**config.mk**
```make
export PLATFORM = sky130hd
export DESIGN_NAME = trade_report_tx_flat
export DESIGN_NICKNAME = d
export VERILOG_FILES = /design/src/rtl/trade_report_tx_if.sv /design/src/rtl/trade_report_tx.sv /design/src/flat_wrapper.sv
export SDC_FILE = /design/constraint.sdc
export NUM_CORES = 1
export LEC_CHECK = 0
export ABC_CLOCK_PERIOD_IN_PS = 2500
export CAP_MARGIN = 40
export CORE_ASPECT_RATIO = 1.25
export CORE_MARGIN = 1.5
export CORE_UTILIZATION = 50
export CTS_CLUSTER_DIAMETER = 100
export CTS_CLUSTER_SIZE = 10
export DETAILED_ROUTE_END_ITERATION = 6
export PLACE_DENSITY = 0.73
export SYNTH_ARGS = -nofsm -noshare
export SYNTH_HDL_FRONTEND = slang
export SYNTH_SLANG_ARGS = --single-unit
```
**constraint.sdc**
```tcl
create_clock -name clk_50 -period 2.5 [get_ports clk_50]
set_input_delay 0.625 -clock clk_50 [delete_from_list [all_inputs] [get_ports clk_50]]
set_output_delay 0.625 -clock clk_50 [all_outputs]
set_load 0.05 [all_outputs]
```
**src/rtl/trade_report_tx_if.sv**
```systemverilog
// +----------------------------------------------------------------------------+
// | trade_report_tx_if                                                         |
// | Trade strobe/record inputs and serial/status outputs of trade_report_tx.   |
// | Revision: 1.0                                                              |
// +----------------------------------------------------------------------------+
`default_nettype none

interface trade_report_tx_if;
  logic       match_signal;
  logic [7:0] trade_price;
  logic [7:0] best_bid;
  logic [7:0] best_ask;
  logic       uart_tx;
  logic       tx_busy;
  logic       overflow;
  logic [7:0] drop_count;

  // master: the trade source; slave: the transmitter
  modport master (
    output match_signal, trade_price, best_bid, best_ask,
    input  uart_tx, tx_busy, overflow, drop_count
  );

  modport slave (
    input  match_signal, trade_price, best_bid, best_ask,
    output uart_tx, tx_busy, overflow, drop_count
  );
endinterface

`default_nettype wire

```
**src/rtl/trade_report_tx.sv**
```systemverilog
// +----------------------------------------------------------------------------+
// | trade_report_tx                                                            |
// | Queues trade records and sends each as an 8N1 packet: A5, price, bid, ask, |
// | plus an XOR checksum byte when TRADE_TX_CHECKSUM_EN is defined.            |
// | Revision: 1.0                                                              |
// +----------------------------------------------------------------------------+
`default_nettype none

module trade_report_tx #(
  parameter int CLK_HZ     = 50_000_000,
  parameter int BAUD       = 115_200,
  parameter int FIFO_DEPTH = 4
) (
  input  logic              clk_50,
  input  logic              reset_n,
  trade_report_tx_if.slave  bus
);

  localparam int c_CPB   = CLK_HZ / BAUD;
  localparam int c_CNT_W = (c_CPB > 1) ? $clog2(c_CPB) : 1;
  localparam int c_PTR_W = $clog2(FIFO_DEPTH);

  localparam logic [c_CNT_W-1:0] c_BAUD_LAST = c_CNT_W'(c_CPB - 1);
  localparam logic [c_CNT_W-1:0] c_BAUD_ONE  = c_CNT_W'(1);
  localparam logic [c_PTR_W-1:0] c_PTR_ONE   = c_PTR_W'(1);
  localparam logic [c_PTR_W:0]   c_CNT_ONE   = (c_PTR_W + 1)'(1);
  localparam logic [c_PTR_W:0]   c_FULL      = (c_PTR_W + 1)'(FIFO_DEPTH);
  localparam logic [7:0]         c_SYNC      = 8'hA5;
`ifdef TRADE_TX_CHECKSUM_EN
  localparam logic [2:0]         c_LAST_BYTE = 3'd4;
`else
  localparam logic [2:0]         c_LAST_BYTE = 3'd3;
`endif

  typedef enum logic [2:0] {
    S_IDLE  = 3'd0,
    S_START = 3'd1,
    S_DATA  = 3'd2,
    S_STOP  = 3'd3,
    S_NEXT  = 3'd4
  } state_t;

  state_t               r_state, w_state_nxt;
  logic [c_CNT_W-1:0]   r_baud_cnt, w_baud_nxt;
  logic [2:0]           r_bit_cnt, w_bit_nxt;
  logic [2:0]           r_byte_idx, w_byte_nxt;
  logic                 r_tx, w_tx_nxt;
  logic [23:0]          r_pkt;
  logic [7:0]           w_cur_byte;
  logic                 w_bit_end;
  logic [2:0]           w_bit_inc;

  logic [23:0]          r_mem [FIFO_DEPTH];
  logic [c_PTR_W-1:0]   r_wr_ptr, r_rd_ptr;
  logic [c_PTR_W:0]     r_count;
  logic                 w_full, w_empty, w_push, w_pop, w_drop;
  logic                 r_overflow;
  logic [7:0]           r_drop_count;

  assign w_full    = (r_count == c_FULL);
  assign w_empty   = (r_count == '0);
  // A pop in the same cycle frees a slot, so a full FIFO still accepts the push
  assign w_push    = bus.match_signal && (!w_full || w_pop);
  assign w_drop    = bus.match_signal && w_full && !w_pop;
  assign w_bit_end = (r_baud_cnt == c_BAUD_LAST);
  assign w_bit_inc = r_bit_cnt + 3'd1;

`ifdef TRADE_TX_CHECKSUM_EN
  logic [7:0] w_cksum;
  assign w_cksum = c_SYNC ^ r_pkt[23:16] ^ r_pkt[15:8] ^ r_pkt[7:0];
`endif

  always_comb begin
    w_cur_byte = c_SYNC;
    case (r_byte_idx)
      3'd1:    w_cur_byte = r_pkt[23:16];
      3'd2:    w_cur_byte = r_pkt[15:8];
      3'd3:    w_cur_byte = r_pkt[7:0];
`ifdef TRADE_TX_CHECKSUM_EN
      3'd4:    w_cur_byte = w_cksum;
`endif
      default: w_cur_byte = c_SYNC;
    endcase
  end

  // Next line level is computed with the next state so uart_tx is a clean flop
  always_comb begin
    w_state_nxt = r_state;
    w_baud_nxt  = '0;
    w_bit_nxt   = r_bit_cnt;
    w_byte_nxt  = r_byte_idx;
    w_tx_nxt    = r_tx;
    w_pop       = 1'b0;
    case (r_state)
      S_IDLE: begin
        w_tx_nxt = 1'b1;
        if (!w_empty) begin
          w_pop       = 1'b1;
          w_byte_nxt  = '0;
          w_state_nxt = S_START;
          w_tx_nxt    = 1'b0;
        end
      end
      S_START: begin
        if (w_bit_end) begin
          w_state_nxt = S_DATA;
          w_bit_nxt   = '0;
          w_tx_nxt    = w_cur_byte[0];
        end else begin
          w_baud_nxt = r_baud_cnt + c_BAUD_ONE;
        end
      end
      S_DATA: begin
        if (w_bit_end) begin
          if (r_bit_cnt == 3'd7) begin
            w_state_nxt = S_STOP;
            w_tx_nxt    = 1'b1;
          end else begin
            w_bit_nxt = w_bit_inc;
            w_tx_nxt  = w_cur_byte[w_bit_inc];
          end
        end else begin
          w_baud_nxt = r_baud_cnt + c_BAUD_ONE;
        end
      end
      S_STOP: begin
        if (w_bit_end) begin
          w_state_nxt = S_NEXT;
          w_tx_nxt    = 1'b1;
        end else begin
          w_baud_nxt = r_baud_cnt + c_BAUD_ONE;
        end
      end
      S_NEXT: begin
        w_tx_nxt = 1'b1;
        if (r_byte_idx == c_LAST_BYTE) begin
          w_state_nxt = S_IDLE;
        end else begin
          w_byte_nxt  = r_byte_idx + 3'd1;
          w_state_nxt = S_START;
          w_tx_nxt    = 1'b0;
        end
      end
      default: begin
        w_state_nxt = S_IDLE;
        w_tx_nxt    = 1'b1;
      end
    endcase
  end

  always_ff @(posedge clk_50 or negedge reset_n) begin
    if (!reset_n) begin
      r_state    <= S_IDLE;
      r_baud_cnt <= '0;
      r_bit_cnt  <= '0;
      r_byte_idx <= '0;
      r_tx       <= 1'b1;
      r_pkt      <= '0;
    end else begin
      r_state    <= w_state_nxt;
      r_baud_cnt <= w_baud_nxt;
      r_bit_cnt  <= w_bit_nxt;
      r_byte_idx <= w_byte_nxt;
      r_tx       <= w_tx_nxt;
      if (w_pop) begin
        r_pkt <= r_mem[r_rd_ptr];
      end
    end
  end

  always_ff @(posedge clk_50) begin
    if (w_push) begin
      r_mem[r_wr_ptr] <= {bus.trade_price, bus.best_bid, bus.best_ask};
    end
  end

  always_ff @(posedge clk_50 or negedge reset_n) begin
    if (!reset_n) begin
      r_wr_ptr     <= '0;
      r_rd_ptr     <= '0;
      r_count      <= '0;
      r_overflow   <= 1'b0;
      r_drop_count <= '0;
    end else begin
      if (w_push) begin
        r_wr_ptr <= r_wr_ptr + c_PTR_ONE;
      end
      if (w_pop) begin
        r_rd_ptr <= r_rd_ptr + c_PTR_ONE;
      end
      if (w_push && !w_pop) begin
        r_count <= r_count + c_CNT_ONE;
      end else if (w_pop && !w_push) begin
        r_count <= r_count - c_CNT_ONE;
      end
      if (w_drop) begin
        r_overflow <= 1'b1;
        if (r_drop_count != 8'hFF) begin
          r_drop_count <= r_drop_count + 8'd1;
        end
      end
    end
  end

  assign bus.uart_tx    = r_tx;
  assign bus.tx_busy    = (r_state != S_IDLE);
  assign bus.overflow   = r_overflow;
  assign bus.drop_count = r_drop_count;

endmodule

`default_nettype wire

```
**src/flat_wrapper.sv**
```systemverilog
// flat-port wrapper written by rule: the top's interface ports become plain ports
module trade_report_tx_flat 
#(
  parameter int CLK_HZ     = 50_000_000,
  parameter int BAUD       = 115_200,
  parameter int FIFO_DEPTH = 4
)
  (clk_50, reset_n, bus_match_signal, bus_trade_price, bus_best_bid, bus_best_ask, bus_uart_tx, bus_tx_busy, bus_overflow, bus_drop_count);
  trade_report_tx_if bus_i ();
  input  logic clk_50;
  input  logic reset_n;
  input wire logic [$bits(bus_i.match_signal)-1:0] bus_match_signal;
  input wire logic [$bits(bus_i.trade_price)-1:0] bus_trade_price;
  input wire logic [$bits(bus_i.best_bid)-1:0] bus_best_bid;
  input wire logic [$bits(bus_i.best_ask)-1:0] bus_best_ask;
  output wire logic [$bits(bus_i.uart_tx)-1:0] bus_uart_tx;
  output wire logic [$bits(bus_i.tx_busy)-1:0] bus_tx_busy;
  output wire logic [$bits(bus_i.overflow)-1:0] bus_overflow;
  output wire logic [$bits(bus_i.drop_count)-1:0] bus_drop_count;
  assign bus_i.match_signal = bus_match_signal;
  assign bus_i.trade_price = bus_trade_price;
  assign bus_i.best_bid = bus_best_bid;
  assign bus_i.best_ask = bus_best_ask;
  assign bus_uart_tx = bus_i.uart_tx;
  assign bus_tx_busy = bus_i.tx_busy;
  assign bus_overflow = bus_i.overflow;
  assign bus_drop_count = bus_i.drop_count;
  trade_report_tx #(.CLK_HZ(CLK_HZ), .BAUD(BAUD), .FIFO_DEPTH(FIFO_DEPTH)) u_core (.clk_50(clk_50), .reset_n(reset_n), .bus(bus_i));
endmodule
```
==> qor.csv, run 1 <==
stage,metric,value,unit
status,status,finished clean,
job,drv_cap,0,
clock_network,post_cts_resize_count,0,
synth,synth_cell_type_count,53,
sta,fin_setup_tns,0,ps
placement,dp_hpwl,6.97,mm
worst_setup_path,worst_ep_required_time,1880,ps
clock_network,cts.clk_slew.worst_paths,60,ps
clock_network,htreeDepth,4,
grt,grtUsageTotal,17.9,%
sta,skew,9.65,ps
synth,synth_xor_area_share,2.82,%
synth,synth.most_common_cell,edfxtp_1,
synth,synth-seq-cells,155,
finish,nFillCells,943,
synth,yosys-top-cells-area,"edfxtp_1 44%, dfrtp_1 22%, mux4_2 8.3%",
die,die-area,13700,sq um
routing,vias,3419,
synth,ys_warn_count,0,
synth,netlist.area_leader.share,44.2,%
synth,synth-compound-area-share,5.11,%
worst_setup_path,crit_chain,clkdlybuf4s50_1,
synth,ys_seq_area_share,66.9,%
finish,fin_cells,627,
pwr,power_density,963,nW/um^2
synth,synthCells,392,
die,rows,46,
synth,ys.flop_type,edfxtp_1,
grt,antenna_found_initial,0,
pwr,pwr-share-clk,38.3,%
worst_setup_path,cp_slowest_cell,clkdlybuf4s50_1,
die,start_util,51.2,%
pwr,switching_share,24.9,%
synth,synth_area,6520,sq um
min_path,min_path_type,input port to async pin,
synth,synthTopCellsByCount,"96 x edfxtp_1, 58 x dfrtp_1, 24 x mux4_2",
worst_setup_path,end_kind,output port,
synth,synthArstFlopShare,38.1,%
worst_setup_path,worstSetupPathType,flip-flop to output port,
placement,port_buffers,37,
synth,synth_fa_ha_area_share,3.19,%
routing,first_iter_violations,153,
sta,relSlewSlack,47.8,%
finish,postLayoutCoreUtil,61.6,%
placement,gp_congestion,0.824,
synth,synth_top_family_by_area,multiplexers,
synth,synthMuxAreaShare,13.9,%
sta,finalSetupViolCount,0,
routing,drt-pass1-iter-count,5,
routing,ant_nets,0,
routing,routedWlPerCell,17.5,microns
grt,grt_pass1_vias,3515,
die,die_h,131,microns
sta,period_share,94.1,%
pwr,p_sw,1.88,mW
sta,clock.fmax,425,MHz
pwr,pwr-share-comb,15.9,%
clock_network,clock-sinks,155,
pwr,max-vdd-ir-drop,519,uV
die,core_area,12700,sq um
placement,dpl.cell_count,595,
clock_network,clk_latency,420,ps
sta,worst_slew_pin_slew,783,ps
synth,synthSimpleGateAreaFrac,6.05,%
worst_setup_path,cp.arrival,1730,ps
clock_network,ctsHoldBuffers,0,
synth,synth_edf_count,96,
finish,fin_nets,489,
worst_setup_path,path_buf_inv,1,
clock_network,cts_buffer_depth,2,
clock_network,cts_made_buffers,17,
sta,slew_violations,0,
synth,syn_nets,435,
placement,dp_slack,-9.36,ps
worst_setup_path,critPathMaxStageDelay,790,ps
clock_network,cts_tree,yes,
sta,min_period,2350,ps
routing,drcViolationCount,0,
grt,grt_overflow,0,
pwr,p_int,5.66,mW
grt,grt_max_degree,36,
worst_setup_path,cp_top_family,buffers and inverters,
finish,final_layout_size_suffix_gt1_share,22.2,%
routing,vias_per_cell,5.45,
synth,yosysTopAreaCell,edfxtp_1,
clock_network,root_buffer,clkbuf_16,
grt,grt_pass1_wl,18.2,mm
worst_setup_path,startpoint_type,flip-flop,
finish,antenna_cells,0,
die,dieWidth,105,microns
clock_network,post-cts-setup-buffer-count,0,
sta,hold_violations,0,
pwr,p_leak,3.02,nW
die,ios,38,
sta,rsz0062_at_grt,false,
worst_setup_path,critical_path.max_fanout,2,
pwr,seqPwrFrac,45.8,%
sta,setup_ws,147,ps
routing,routed_wl,11.0,mm
synth,synth_area_per_cell,16.6,sq um
finish,synthToLayoutAreaGrowth,20.2,%
power by group through the flow:
stage                     registers (mW)  clock network, mW  logic, mW
after floorplan                     3.58                  0      0.647
after global placement              3.48                  0       1.19
after detailed placement            3.51                  0       1.23
after CTS                           3.46               2.94       1.24
after global routing                3.50               3.04       1.32
final                               3.46               2.89       1.20
final cells by class:
cell class / instances / area [sq um] / share of cell area, %
sequential: 155 / 4360 / 55.7
multi-input combinational: 210 / 2030 / 25.9
timing repair buffer: 50 / 523 / 6.68
clock buffer: 19 / 433 / 5.53
clock inverter: 13 / 235 / 3.00
tap: 168 / 210 / 2.68
inverter: 12 / 45.0 / 0.575
metrics by stage:
step	hold WS, ps	power (mW)	area, sq um
2_1_floorplan	329	4.23	6520
3_3_place_gp	453	4.66	7170
3_5_place_dp	462	4.73	7170
4_1_cts	302	7.64	7830
5_1_grt	339	7.87	7830
6_report	282	7.55	7830
placed cells by master (no fill, tap or decap), types with 4 or more instances in the layout:
| master | netlist | layout |
|---|---|---|
| xor2_1 | 10 | 10 |
| a22o_1 | 5 | 5 |
| bufinv_16 | 0 | 6 |
| clkdlybuf4s50_1 | 0 | 35 |
| buf_4 | 0 | 9 |
| nor2_1 | 18 | 18 |
| inv_6 | 0 | 4 |
| ha_1 | 15 | 15 |
| clkbuf_16 | 0 | 17 |
| xnor2_1 | 11 | 11 |
| edfxtp_1 | 96 | 96 |
| nand2_1 | 15 | 15 |
| dfrtp_1 | 58 | 58 |
| nor3_1 | 4 | 4 |
| o21ai_0 | 11 | 11 |
| a221o_1 | 5 | 5 |
| and2_1 | 6 | 6 |
| inv_1 | 12 | 12 |
| mux2_2 | 10 | 10 |
| mux4_2 | 24 | 24 |
| buf_12 | 0 | 5 |
| nor2b_1 | 4 | 4 |
| a21oi_1 | 9 | 9 |
| nand3_1 | 6 | 6 |
| mux2_4 | 17 | 17 |
| nand2b_1 | 4 | 4 |
flip-flops by register name, indices dropped and copies added (netlist names):
name / cells
u_core.r_byte_idx: 3
u_core.bus.drop_count: 8
u_core.r_pkt: 24
u_core.r_rd_ptr: 2
u_core.r_wr_ptr: 2
u_core.r_mem: 96
u_core.r_baud_cnt: 9
u_core.r_count: 3
u_core.bus.uart_tx: 1
u_core.bus.overflow: 1
u_core.r_state: 3
u_core.r_bit_cnt: 3
layer usage:
metal / track usage, % / wire [microns] / share of wire, % / vias to the layer above
met1: 21.8 / 4850 / 44 / 1731
li1: - / - / - / 1606
met5: 0 / 0 / 0 / -
met4: 7.25 / 135 / 1.2 / 0
met3: 4.76 / 361 / 3.3 / 10
met2: 30.5 / 5620 / 51 / 72
worst paths after layout:
check,from,end,slack [ps],cells past startpoint
max in group asynchronous,reset_n,u_core.r_pkt[16],1520,2
hold / removal,reset_n,u_core.bus.drop_count[7],280,1
setup reg to reg,u_core.r_state[0],u_core.r_count[2],300,8
min in group clk_50,u_core.bus.overflow,u_core.bus.overflow,480,1
hold reg to reg,u_core.bus.overflow,u_core.bus.overflow,480,1
setup / recovery,u_core.bus.uart_tx,bus_uart_tx,150,1
cell families after synthesis:
| group | Yosys count |
|---|---|
| buf+inv | 27 |
| xor+xnor | 21 |
| flops | 155 |
| compound gates | 47 |
| fa+ha+maj | 16 |
| simple gates | 75 |
| mux | 51 |
No activity file was read; power rests on OpenSTA's default activity.
==> run 2: changes to the inputs <==
--- a/config.mk
+++ b/config.mk
@@ -5,7 +5,7 @@
 export SDC_FILE = /design/constraint.sdc
 export NUM_CORES = 1
 export LEC_CHECK = 0
-export ABC_CLOCK_PERIOD_IN_PS = 2500
+export ABC_CLOCK_PERIOD_IN_PS = 2300
 export CAP_MARGIN = 40
 export CORE_ASPECT_RATIO = 1.25
 export CORE_MARGIN = 1.5
@@ -13,7 +13,8 @@
 export CTS_CLUSTER_DIAMETER = 100
 export CTS_CLUSTER_SIZE = 10
 export DETAILED_ROUTE_END_ITERATION = 6
-export PLACE_DENSITY = 0.73
+export PLACE_DENSITY = 0.71
+export RECOVER_POWER = 25
 export SYNTH_ARGS = -nofsm -noshare
 export SYNTH_HDL_FRONTEND = slang
 export SYNTH_SLANG_ARGS = --single-unit
==> constraint.sdc (replaced) <==
create_clock -name clk_50 -period 2.3 [get_ports clk_50]
set_input_delay 0.575 -clock clk_50 [delete_from_list [all_inputs] [get_ports clk_50]]
set_output_delay 0.575 -clock clk_50 [all_outputs]
set_load 0.05 [all_outputs]
==> qor.csv, run 2 (synthesis gave the netlist of run 1 again) <==
stage,metric,value,unit,change
finish,final_layout_size_suffix_gt1_share,24.6,%,+2.3 points
clock_network,root_buffer,clkbuf_16,,
placement,dp_hpwl,7.10,mm,+1.9%
grt,met2_usage,31.1,%,+0.58 points
finish,final_common_cell,edfxtp_1,,
finish,nFillCells,920,,-2.4%
die,rows,46,,unchanged
routing,vias,3436,,+0.50%
routing,vias_per_cell,5.44,,-0.30%
grt,grtUsageTotal,17.9,%,+0.021 points
routing,routedWlPerCell,17.5,microns,+0.16%
die,core_area,12700,sq um,unchanged
finish,antenna_cells,0,,unchanged
min_path,hold-path-cell-count,1,,
worst_setup_path,worst_ep_required_time,1730,ps,-150 ps
worst_setup_path,startpoint_type,flip-flop,,
die,die_h,131,microns,unchanged
pwr,pwr-share-clk,34.2,%,-4.1 points
pwr,p_int,5.65,mW,-0.17%
grt,grt_max_degree,60,,+67%
worst_setup_path,r2r_setup_slack,150,ps,-150 ps
sta,clock.fmax,444,MHz,
pwr,switching_share,27.2,%,+2.3 points
finish,regArea,4360,sq um,unchanged
clock_network,cts_buffer_depth,2,,unchanged
finish,fin_nets,494,,+1.0%
pwr,max-vdd-ir-drop,660,uV,+27%
sta,hold_violations,0,,unchanged
die,die-area,13700,sq um,unchanged
min_path,whs_endpoint,u_core.bus.overflow,,
routing,first_iter_violations,242,,+58%
worst_setup_path,worstSetupPathType,flip-flop to output port,,
die,start_util,51.2,%,unchanged
die,dieWidth,105,microns,unchanged
worst_setup_path,end_kind,output port,,
worst_setup_path,r2r-end,u_core.r_count[2],,
finish,layout_common_cells,"96 x edfxtp_1, 58 x dfrtp_1, 26 x clkdlybuf4s50_1, 24 x mux4_2, 18 x nor2_1",,
placement,dp_slack,-98.2,ps,-88.8 ps
pwr,p_leak,3.04,nW,+0.75%
worst_setup_path,rr_startpoint,u_core.r_state[2],,
finish,design_area,7800,sq um,-0.43%
finish,fin_cells,632,,+0.80%
clock_network,clk_latency,420,ps,about the same
sta,period_share,98.0,%,
placement,dpl.cell_count,600,,+0.84%
pwr,power_density,996,nW/um^2,+3.4%
grt,grt_most_used_layer,met2,,
min_path,min_path_type,flip-flop to flip-flop,,
sta,min_period,2250,ps,
pwr,total_power,7.77,mW,+3.0%
sta,finalSetupViolCount,0,,unchanged
worst_setup_path,cp_top_family,buffers and inverters,,
sta,fin_setup_tns,0,ps,unchanged
sta,holdWs,484,ps,+202 ps
min_path,min_from,u_core.bus.overflow,,
sta,setup_ws,46.2,ps,-101 ps
placement,place_area,7250,sq um,+1.1%
routing,drt-pass1-iter-count,4,,-1
sta,skew,8.73,ps,-0.923 ps
clock_network,htreeDepth,4,,unchanged
finish,synthToLayoutAreaGrowth,19.7,%,
clock_network,cts_made_buffers,17,,unchanged
clock_network,cts_tree,yes,,
worst_setup_path,cp_slowest_cell,clkdlybuf4s50_1,,
clock_network,clock-sinks,155,,unchanged
worst_setup_path,crit_chain,clkdlybuf4s50_1,,
worst_setup_path,path_buf_inv,1,,unchanged
finish,top_regs,"u_core.r_mem: 96 flops, u_core.r_pkt: 24 flops, u_core.r_baud_cnt: 9 flops",,
routing,routed_wl,11.1,mm,+0.96%
worst_setup_path,critical_path.max_fanout,5,,+3
finish,regMostFlops,u_core.r_mem,,
pwr,p_sw,2.12,mW,+12%
worst_setup_path,reg2regPathDepth,8,,unchanged
status,status,finished clean,,
placement,port_buffers,37,,unchanged
die,ios,38,,unchanged
grt,gr-usage-met1,21.1,%,-0.71 points
sta,rsz0062_at_grt,false,,
clock_network,cts.clk_slew.worst_paths,60,ps,about the same
grt,grt_pass1_wl,18.3,mm,+0.23%
job,drv_cap,0,,unchanged
grt,antenna_found_initial,0,,unchanged
finish,largest_reg_flops,96,,unchanged
pwr,seqPwrFrac,48.5,%,+2.7 points
finish,multi_input_comb_area,2040,sq um,+0.86%
finish,postLayoutCoreUtil,61.3,%,-0.27 points
grt,grt_pass1_vias,3620,,+3.0%
sta,worst_slew_pin_slew,1450,ps,+664 ps
worst_setup_path,critPathMaxStageDelay,830,ps,+40 ps
grt,grt_overflow,0,,unchanged
pwr,pwr-share-comb,17.4,%,+1.5 points
placement,gp_congestion,0.868,,+5.4%
routing,drcViolationCount,0,,unchanged
worst_setup_path,cp.arrival,1680,ps,-50 ps
sta,relSlewSlack,3.56,%,-44 points
sta,slew_violations,0,,unchanged
routing,ant_nets,0,,unchanged
clock_network,ctsHoldBuffers,0,,unchanged
grt,grt_use_met3,4.12,%,-0.64 points
[run 2: changes by cell type in the layout (fill, tap and decap cells not counted), sizes merged]
cell,delta
clkinv,+1
clkdlybuf4s50,-9
clkinvlp,+2
dlygate4sd3,+6
dlygate4sd2,+1
buf,+4
inv,+3
bufinv,-5
dlymetal6s2s,+2
[run 2: worst max path at each step]
stage               slack, ps                end  depth (start not counted)                      from
finish                     50  bus_drop_count[2]                          1  u_core.bus.drop_count[2]
global route                8  bus_drop_count[2]                          1  u_core.bus.drop_count[2]
CTS                        20  bus_drop_count[4]                          1  u_core.bus.drop_count[4]
detailed placement       -100  u_core.r_count[2]                          8          bus_match_signal
global placement          -60  u_core.r_count[2]                          8          bus_match_signal
floorplan                 -50  u_core.r_count[1]                          9         u_core.r_state[2]
[run 2: what timing repair did]
item                       CTS  global route
cloned                       0             0
resized for setup            1             2
hold endpoints to repair     0             0
buffers inserted             0             0
setup endpoints to repair    1             2
pin swaps                    0             0
[run 2: power by group through the flow]
stage                     logic [mW]  registers (mW)  clock network, mW
after floorplan                0.717            3.89                  0
after global placement          1.34            3.79                  0
after detailed placement        1.38            3.82                  0
after CTS                       1.39            3.77               2.71
after global routing            1.47            3.82               2.82
final                           1.35            3.77               2.65
[run 2: cell type report]
class                           instances  area share, %
Tap cell                              168           2.69
Multi-Input combinational cell        210           26.2
Clock inverter                         14           1.75
Sequential cell                       155           55.9
Inverter                               12          0.577
Clock buffer                           18           5.50
Timing Repair Buffer                   55           7.36
[run 2: routing by layer]
metal,wire length [microns],vias up
li1,-,1611
met1,4650,1738
met4,261,0
met5,0,-
met2,5790,68
met3,371,19
==> run 3: changes to the inputs <==
--- a/config.mk
+++ b/config.mk
@@ -13,7 +13,7 @@
 export CTS_CLUSTER_DIAMETER = 100
 export CTS_CLUSTER_SIZE = 10
 export DETAILED_ROUTE_END_ITERATION = 6
-export PLACE_DENSITY = 0.71
+export PLACE_DENSITY = 0.69
 export RECOVER_POWER = 25
 export SYNTH_ARGS = -nofsm -noshare
 export SYNTH_HDL_FRONTEND = slang
==> qor.csv, run 3 (synthesis gave the netlist of run 1 again) <==
stage,metric,value,unit,change
routing,routedWlPerCell,17.6,microns,+0.36%
finish,regMostFlops,u_core.r_mem,,
sta,min_period,2230,ps,-22.7 ps
sta,clock.fmax,448,MHz,+1.0%
die,start_util,51.2,%,unchanged
pwr,pwr-share-clk,35.5,%,+1.3 points
worst_setup_path,reg2regPathDepth,8,,unchanged
sta,hold_violations,0,,unchanged
worst_setup_path,r2r-end,u_core.r_count[2],,
finish,final_common_cell,edfxtp_1,,
clock_network,cts_made_buffers,17,,unchanged
status,status,finished clean,,
clock_network,cts_buffer_depth,2,,unchanged
grt,grt_max_degree,60,,unchanged
grt,grt_overflow,0,,unchanged
routing,vias,3421,,-0.44%
worst_setup_path,worstSetupPathType,flip-flop to output port,,
finish,fin_nets,491,,-0.61%
die,dieWidth,105,microns,unchanged
pwr,total_power,7.87,mW,+1.3%
worst_setup_path,cp_top_family,buffers and inverters,,
finish,antenna_cells,0,,unchanged
sta,slew_violations,0,,unchanged
clock_network,htreeDepth,4,,unchanged
sta,finalSetupViolCount,0,,unchanged
placement,gp_congestion,0.819,,-5.7%
placement,place_area,7220,sq um,-0.31%
clock_network,root_buffer,clkbuf_16,,
sta,relSlewSlack,2.96,%,-0.59 points
worst_setup_path,endpoint,bus_drop_count[2],,
sta,worst_slew_pin_slew,1460,ps,+8.88 ps
worst_setup_path,critical_path.max_fanout,5,,unchanged
placement,port_buffers,37,,unchanged
grt,grtUsageTotal,18.1,%,+0.25 points
grt,antenna_found_initial,0,,unchanged
clock_network,ctsHoldBuffers,0,,unchanged
worst_setup_path,worst_ep_required_time,1730,ps,about the same
grt,grt_pass1_vias,3604,,-0.44%
routing,drcViolationCount,0,,unchanged
die,die_h,131,microns,unchanged
worst_setup_path,startpoint_type,flip-flop,,
sta,period_share,97.0,%,-0.99 points
die,ios,38,,unchanged
die,die-area,13700,sq um,unchanged
sta,rsz0062_at_grt,false,,
finish,final_layout_size_suffix_gt1_share,23.6,%,-0.92 points
finish,synthToLayoutAreaGrowth,19.8,%,about the same
routing,routed_wl,11.1,mm,-0.12%
pwr,seqPwrFrac,47.8,%,-0.7 points
routing,first_iter_violations,215,,-11%
finish,layout_common_cells,"96 x edfxtp_1, 58 x dfrtp_1, 27 x clkdlybuf4s50_1, 24 x mux4_2, 18 x nor2_1",,
worst_setup_path,r2r_setup_slack,150,ps,about the same
routing,vias_per_cell,5.44,,about the same
grt,grt_pass1_wl,18.7,mm,+2.4%
clock_network,clk_latency,410,ps,about the same
routing,ant_nets,0,,unchanged
clock_network,cts_tree,yes,,
finish,nFillCells,955,,+3.8%
pwr,switching_share,25.9,%,-1.3 points
worst_setup_path,crit_chain,clkdlybuf4s50_1,,
worst_setup_path,cp_slowest_cell,clkdlybuf4s50_1,,
finish,fin_cells,629,,-0.47%
placement,dpl.cell_count,597,,-0.50%
pwr,p_sw,2.04,mW,-3.5%
clock_network,clock-sinks,155,,unchanged
die,rows,46,,unchanged
pwr,power_density,1010,nW/um^2,+1.2%
sta,skew,7.43,ps,-1.30 ps
finish,design_area,7810,sq um,about the same
die,core_area,12700,sq um,unchanged
finish,top_regs,"u_core.r_mem: 96 flops, u_core.r_pkt: 24 flops, u_core.r_baud_cnt: 9 flops",,
worst_setup_path,cp-startpoint,u_core.bus.drop_count[2],,
pwr,pwr-share-comb,16.6,%,-0.8 points
worst_setup_path,rr_startpoint,u_core.r_state[2],,
pwr,max-vdd-ir-drop,555,uV,-16%
worst_setup_path,critPathMaxStageDelay,830,ps,about the same
worst_setup_path,end_kind,output port,,
pwr,p_int,5.83,mW,+3.1%
worst_setup_path,path_buf_inv,1,,unchanged
pwr,p_leak,3.02,nW,-0.67%
min_path,min_path_type,flip-flop to flip-flop,,
finish,largest_reg_flops,96,,unchanged
worst_setup_path,cp.depth,1,,unchanged
routing,drt-pass1-iter-count,4,,unchanged
worst_setup_path,cp.arrival,1660,ps,-20 ps
placement,dp_hpwl,7.04,mm,-0.89%
job,drv_cap,0,,unchanged
clock_network,cts.clk_slew.worst_paths,60,ps,about the same
==> run 3: metal layers <==
metal | global-route usage, % | wire (microns) | vias to the layer above
li1 | - | - | 1599
met1 | 22.5 | 4810 | 1741
met2 | 31.0 | 5710 | 62
met3 | 4.27 | 324 | 19
met4 | 7.25 | 211 | 0
met5 | 0 | 0 | -
==> run 3: timing repair <==
action | 4_1_cts | 5_1_grt
buffers inserted | 0 | 0
resized for setup | 1 | 1
pin swaps | 0 | 0
setup endpoints to repair | 1 | 1
==> run 3: worst min path at each step <==
stage	start	end	slack, ps	cells past startpoint
global route	u_core.r_count[2]	u_core.r_count[2]	500	1
global placement	u_core.bus.overflow	u_core.bus.overflow	450	1
detailed placement	u_core.bus.overflow	u_core.bus.overflow	470	1
CTS	reset_n	u_core.r_baud_cnt[4]	170	2
finish	u_core.bus.overflow	u_core.bus.overflow	480	1
floorplan	reset_n	u_core.bus.drop_count[0]	280	0
==> run 3: power groups by stage <==
stage	Clock [mW]	Combinational, mW	Sequential [mW]
after floorplan	0	0.717	3.89
after global routing	2.97	1.45	3.82
after detailed placement	0	1.34	3.82
after global placement	0	1.32	3.79
final	2.80	1.31	3.76
after CTS	2.86	1.35	3.77
==> run 3: per-stage QoR <==
stage | hold WS, ps | util (%) | setup TNS [ps] | setup slack, ps
6_report | 479 | 61.4 | 0 | 68.9
2_1_floorplan | 279 | - | -82.2 | -53.5
5_1_grt | 498 | 61.4 | 0 | 3.89
3_5_place_dp | 469 | 56.8 | -69.4 | -66.4
3_3_place_gp | 454 | 56.8 | -51.3 | -51.3
4_1_cts | 168 | 61.5 | 0 | 38.2
==> run 3: cell type report <==
type | instances | area (sq um) | area share [%]
timing repair buffer | 52 | 549 | 7.04
sequential | 155 | 4360 | 55.8
multi-input combinational | 210 | 2040 | 26.2
tap | 168 | 210 | 2.69
clock inverter | 14 | 169 | 2.16
inverter | 12 | 45.0 | 0.577
clock buffer | 18 | 429 | 5.50
